$ cat src/rtl/word_deser_8x32.sv
`default_nettype none
// ============================================================================
// Module   : word_deser_8x32
// Purpose  : Serial-to-parallel word loader for the SHA-256 datapath. Words
//            arrive one per valid/ready handshake, each is written into its
//            own slot of a register bank, and the complete bank is presented
//            as one wide block (e.g. H0..H7 or half a message block).
//
// Ports    : clk_i         rising-edge clock
//            rst_i         asynchronous active-high reset
//            clear_i       synchronous abort, zeroes the bank and restarts
//            din_valid_i   input word valid
//            din_ready_o   loader accepts a word this cycle (FILL state)
//            din_i         input word, WORD_W bits
//            wr_idx_o      slot the next accepted word goes to
//            dout_valid_o  complete block available (registered)
//            dout_ready_i  consumer takes the block
//            dout_o        block, word 0 in the MSBs
//
// Options  : WORD_DESER_BYTE_SWAP_EN - when defined, each accepted word is
//            byte-reversed before storage (little-endian host to big-endian).
//
// Revision : 1.0 - initial release
// ============================================================================
module word_deser_8x32 #(
   parameter int WORD_W    = 32,
   parameter int NUM_WORDS = 8,
   parameter int IDX_W     = $clog2(NUM_WORDS)
) (
   input  logic                          clk_i,
   input  logic                          rst_i,
   input  logic                          clear_i,
   input  logic                          din_valid_i,
   output logic                          din_ready_o,
   input  logic [WORD_W-1:0]             din_i,
   output logic [IDX_W-1:0]              wr_idx_o,
   output logic                          dout_valid_o,
   input  logic                          dout_ready_i,
   output logic [WORD_W*NUM_WORDS-1:0]   dout_o
);

   typedef enum logic [0:0] {
      ST_FILL = 1'b0,
      ST_FULL = 1'b1
   } state_t;

   localparam logic [IDX_W-1:0] LAST_IDX = IDX_W'(NUM_WORDS - 1);

   state_t              state_q, state_d;
   logic [IDX_W-1:0]    wr_idx_q, wr_idx_d;
   logic                dout_valid_q, dout_valid_d;
   logic [WORD_W-1:0]   slot_q [NUM_WORDS];
   logic [WORD_W-1:0]   slot_d [NUM_WORDS];
   logic [WORD_W-1:0]   din_store;
   logic                accept;

   // --------------------------------------------------------------------
   // Optional byte reversal of the incoming word
   // --------------------------------------------------------------------
`ifdef WORD_DESER_BYTE_SWAP_EN
   // Byte b of the input lands in byte (NBYTES-1-b), so din_i[7:0]
   // becomes the most significant byte of the stored word.
   localparam int NBYTES = WORD_W / 8;
   for (genvar b = 0; b < NBYTES; b++) begin : g_swap
      assign din_store[8*(NBYTES-b)-1 -: 8] = din_i[8*b +: 8];
   end
`else
   assign din_store = din_i;
`endif

   // Ready is purely a function of state; holding it low during reset keeps
   // an upstream producer from believing a word was taken while rst_i is high.
   assign din_ready_o = (state_q == ST_FILL) & ~rst_i;
   assign accept      = din_valid_i & din_ready_o;

   // --------------------------------------------------------------------
   // Next-state / datapath logic
   // --------------------------------------------------------------------
   always_comb begin
      state_d      = state_q;
      wr_idx_d     = wr_idx_q;
      dout_valid_d = dout_valid_q;
      slot_d       = slot_q;

      if (clear_i) begin
         // Abort wins over any handshake in the same cycle.
         state_d      = ST_FILL;
         wr_idx_d     = '0;
         dout_valid_d = 1'b0;
         for (int k = 0; k < NUM_WORDS; k++) begin
            slot_d[k] = '0;
         end
      end else begin
         case (state_q)
            ST_FILL: begin
               if (accept) begin
                  slot_d[wr_idx_q] = din_store;
                  // NUM_WORDS is a power of two, so the increment wraps
                  // to zero naturally after the last slot.
                  wr_idx_d = wr_idx_q + IDX_W'(1);
                  if (wr_idx_q == LAST_IDX) begin
                     state_d      = ST_FULL;
                     dout_valid_d = 1'b1;
                  end
               end
            end
            ST_FULL: begin
               if (dout_valid_q && dout_ready_i) begin
                  state_d      = ST_FILL;
                  dout_valid_d = 1'b0;
               end
            end
            default: begin
               state_d      = ST_FILL;
               dout_valid_d = 1'b0;
            end
         endcase
      end
   end

   // --------------------------------------------------------------------
   // State registers
   // --------------------------------------------------------------------
   always_ff @(posedge clk_i or posedge rst_i) begin
      if (rst_i) begin
         state_q      <= ST_FILL;
         wr_idx_q     <= '0;
         dout_valid_q <= 1'b0;
         for (int k = 0; k < NUM_WORDS; k++) begin
            slot_q[k] <= '0;
         end
      end else begin
         state_q      <= state_d;
         wr_idx_q     <= wr_idx_d;
         dout_valid_q <= dout_valid_d;
         for (int k = 0; k < NUM_WORDS; k++) begin
            slot_q[k] <= slot_d[k];
         end
      end
   end

   // --------------------------------------------------------------------
   // Output packing: word k at [WORD_W*(NUM_WORDS-k)-1 -: WORD_W]
   // --------------------------------------------------------------------
   for (genvar k = 0; k < NUM_WORDS; k++) begin : g_pack
      assign dout_o[WORD_W*(NUM_WORDS-k)-1 -: WORD_W] = slot_q[k];
   end

   assign wr_idx_o     = wr_idx_q;
   assign dout_valid_o = dout_valid_q;

endmodule
`default_nettype wire

$ cat config.mk
export PLATFORM = sky130hd
export DESIGN_NAME = word_deser_8x32
export DESIGN_NICKNAME = d
export VERILOG_FILES = /design/src/rtl/word_deser_8x32.sv
export SDC_FILE = /design/constraint.sdc
export NUM_CORES = 1
export LEC_CHECK = 0
export CAP_MARGIN = 20
export CORE_MARGIN = 1
export CORE_UTILIZATION = 40
export DETAILED_ROUTE_END_ITERATION = 7
export PLACE_DENSITY = 0.67
export SYNTH_ARGS = -nofsm -noshare
export SYNTH_HDL_FRONTEND = slang
export SYNTH_SLANG_ARGS = --single-unit
$ cat constraint.sdc
create_clock -name clk_i -period 10.5 [get_ports clk_i]
set_input_delay 1.05 -clock clk_i [delete_from_list [all_inputs] [get_ports clk_i]]
set_output_delay 1.05 -clock clk_i [all_outputs]
set_load 0.01 [all_outputs]
======== Yosys cells after proc, flatten, opt, wreduce, memory -nomap -nowiden ========
Index checks and enable logic that the tools add are counted.
storage, ports and cells
  output and inout port bits .............. 261
  register bits after elaboration ......... 261
operators by class
  equality and inequality tests ........... 5
  muxes and demuxes ....................... 19
  add/sub/neg operators ................... 1
  magnitude comparators ................... 2
  bitwise gates (word level) .............. 5
  reductions and logical operators ........ 5
operators with widths
  kind                                                                          count
  256-bit 2-to-1 mux                                                            3
  256-bit bitwise mux                                                           1
  32-bit demux with 3-bit select                                                1
  32-bit 2-to-1 mux                                                             1
  3-bit 2-to-1 mux                                                              3
  1-bit 2-to-1 mux                                                              8
  3-bit by 2-bit inequality test with 1-bit output, second input constant       2
  4-bit >= comparator, second input constant                                    1
  4-bit by 1-bit less-than comparator with 1-bit output, second input constant  1
  3-bit inverter with 4-bit output                                              1
  1-bit one-hot mux with 2 select lines                                         2
  3-bit by 1-bit adder with 3-bit output, second input constant                 1
  3-bit == test, second input constant                                          1
  3-bit inequality test, second input constant                                  1
  3-bit AND reduction                                                           1
  1-bit AND                                                                     2
  1-bit logical AND                                                             2
  2-bit inequality test, second input constant                                  1
  1-bit inverter                                                                2
  2-bit AND reduction                                                           1
  2-bit nonzero test                                                            1

======== Logic depth before layout (Yosys ltp) ========
  depth after elaboration ................. 9
  depth in mapped cells ................... 6
  depth with buffers taken out ............ 4

======== Least setup slack after synthesis ========
OpenSTA, ideal clock, no wires.
  kind .................................... input port to output port
  start ................................... input rst_i
  end ..................................... output din_ready_o
  arrival time ............................ 1207 ps
  stages .................................. 1
  slack ................................... 8243 ps
  buffers on the path ..................... 0
  cells stage by stage .................... nor2_1
on the way
  word-level cells in the longest chain between the ends .. 2
RTL lines
  item            line  source
  from (decl)     31    input logic rst_i,
  1-bit inverter  73    assign din_ready_o = (state_q == ST_FILL) & ~rst_i;
  1-bit AND       73
  to (decl)       34    output logic din_ready_o,
No other way between the ends.

======== Worst setup path in the final report ========
Same ends and word-level chain as after synthesis.

==> results.yml <==
route:
  wl_per_cell_um: 19.9
  wl_um: 31300
  vias: 7604
  drt_iter0_markers: 461
  drc_errors: 0
  ant_nets: 0
  first_pass_iters: 4
  routed_via_density: 4.83
timing:
  grt_setup_unrepaired: "false"
  tns_ns: 0
  hold_viol: 0
  period_share_pct: 33.2
  max_freq_mhz: 287
  layout_setup_ws_ns: 7.01
  relSlewSlack_pct: 28.5
  slew_viol_final: 0
  period_minus_slack_ns: 3.49
  setup_viol: 0
  clock_skew_ns: 0.0142
  worst_pin_slew_ns: 1.07
pwr:
  ir_drop_v: 0.000112
  seqPwrFrac_pct: 48.2
  clkPwrFrac_pct: 45.2
  leakagePower_nw: 7.91
  combinationalPowerShare_pct: 6.6
  switchingPower_uw: 484
  swShare_pct: 22.8
  power_density_nw_per_um2: 136
  internal_power_mw: 1.64
global_routing:
  first_global_vias: 7829
  gr-total-overflow: 0
  grt_max_degree: 130
  grt_usage_pct: 21.0
  grt_pass1_wl_um: 47500
  antenna_found_initial: 0
setup_path:
  worstSetupStartpointType: "input port"
  cp_data_arrival_time_ns: 2.44
  critPathMaxFanout: 7
  required_ns: 9.45
  end_kind: "output port"
  crit_type: "input port to output port"
clock_tree:
  cts.sinks: 261
  ctsResizeCount: 0
  htreeDepth: 1
  clock-root-buffer: "clkbuf_16"
  cts_tree: "built"
  insertion_delay_ns: 0.53
  cts_made_buffers: 28
  cts_setup_buffers: 0
  clk_path_buf_depth: 3
  cts.clk_slew.worst_paths_ns: 0.06
  hold_buffers: 0
yosys:
  synth.net_count: 966
  syn_area_per_cell_um2: 12.4
  yosysTopAreaCell: "dfrtp_1"
  synthesis.area_um2: 11500
  ys_ff_latch: 261
  ys_warn_count: 0
  synth.lib_cells_used.distinct: 21
  synth_top_area_share_pct: 56.6
  synth.area.top_cells: "dfrtp_1 (57%), mux2i_1 (22%), nand2b_1 (16%), clkbuf_1 (1.3%), buf_1 (0.72%)"
  yosysSeqAreaShare_pct: 56.6
  syn_inst: 927
floorplan:
  rows: 61
  initial_core_util_pct: 41.1
  fp.dieW_um: 172
  chipHeight_um: 172
  die_area_um2: 29500
  io_pins: 298
  core-area_um2: 28100
cells_and_area:
  antennaDiodeCount: 0
  final_layout_size_suffix_gt1_share_pct: 5.52
  fillers: 2438
  syn_to_final_growth_pct: 34.9
  final_cells: 1573
  final_common_cell: "clkdlybuf4s50_1"
  post-route-util_pct: 55.4
  final_area_um2: 15600
  final_cell_mix: "clkdlybuf4s50_1 (296), nand2b_1 (288), dfrtp_1 (261)"
  fin_nets: 1214
run:
  timing.max_cap.violations: 0
placed_design:
  placed_cells: 1523
  place_congestion: 0.771
  port_buffers: 297
  hpwlAfterDp_um: 19600
  dp_slack_ns: 6.80
  place_area_um2: 14700
outcome:
  outcome: "finished clean"
hold_path:
  hold_path.class: "register to register"
-- area by class of cell --
class,instances,area (µm²),share of cell area (%)
clock inverter,5,25.0,0.161
tap,378,473,3.04
multi-input combinational,576,4600,29.6
timing repair buffer,307,3060,19.7
inverter,1,11.3,0.0723
clock buffer,45,866,5.56
sequential,261,6530,42.0
-- sequential cells by signal (all words and copies together) (netlist names) --
register / count
state_q: 1
dout_valid_o: 1
dout_o: 256
wr_idx_o: 3
-- logic make-up (layout without fill, tap and decap cells) --
logic type,Yosys count,in the layout,share of synthesized area [%]
compound gates,2,2,0.130
fa+ha+maj,2,2,0.217
simple gates,313,313,16.9
mux,258,258,22.4
buf+inv,90,358,3.67
flops,261,261,56.6
xor+xnor,1,1,0.0759
-- worst max-delay path: stages --
cell	delay, ns
clkdlybuf4s50_1	0.64
nor2_1	0.19
clkdlybuf4s50_1	0.56
-- Yosys cell counts (all sizes together) --
| master | number |
|---|---|
| ha | 2 |
| xnor2 | 1 |
| and2 | 2 |
| clkbuf | 41 |
| and3b | 2 |
| nand2b | 288 |
| dfrtp | 261 |
| buf | 48 |
| nor2 | 7 |
| a22oi | 2 |
| nor3 | 1 |
| inv | 1 |
| nand3 | 2 |
| nor3b | 3 |
| mux2i | 258 |
| nand2 | 8 |
-- path summary, 6_finish.rpt --
path                             start          end  slack [ns]  depth (start not counted)
setup / recovery                 rst_i  din_ready_o        7.01                          3
min in group asynchronous        rst_i      state_q        1.36                          2
hold reg to reg            dout_o[104]  dout_o[104]        0.54                          2
setup reg to reg               state_q  dout_o[161]        8.13                          4
max in group asynchronous        rst_i   dout_o[85]        7.63                          3
hold / removal             dout_o[104]  dout_o[104]        0.54                          2
-- metal layers --
layer,vias up,part of all wire [%],track usage [%]
met3,30,7.3,5.84
met5,-,0,0
met1,3843,45,28.5
met2,209,46,33.8
li1,3522,-,-
met4,0,1.2,3.81
-- power groups by stage --
stage               clock [mW]  sequential [mW]  combinational [mW]
CTS                      0.981             1.02               0.144
global route              1.02             1.02               0.153
detailed placement           0             1.04               0.143
floorplan                    0             1.05              0.0780
finish                   0.958             1.02               0.140
global placement             0             1.04               0.143
-- stage by stage --
| stage | hold slack, ns | power, mW |
|---|---|---|
| 6_report | 0.538 | 2.12 |
| 5_1_grt | 0.560 | 2.20 |
| 4_1_cts | 0.542 | 2.15 |
| 3_5_place_dp | 0.529 | 1.18 |
| 3_3_place_gp | 0.526 | 1.18 |
| 2_1_floorplan | 0.567 | 1.12 |
No activity file was read; power rests on OpenSTA's default activity.
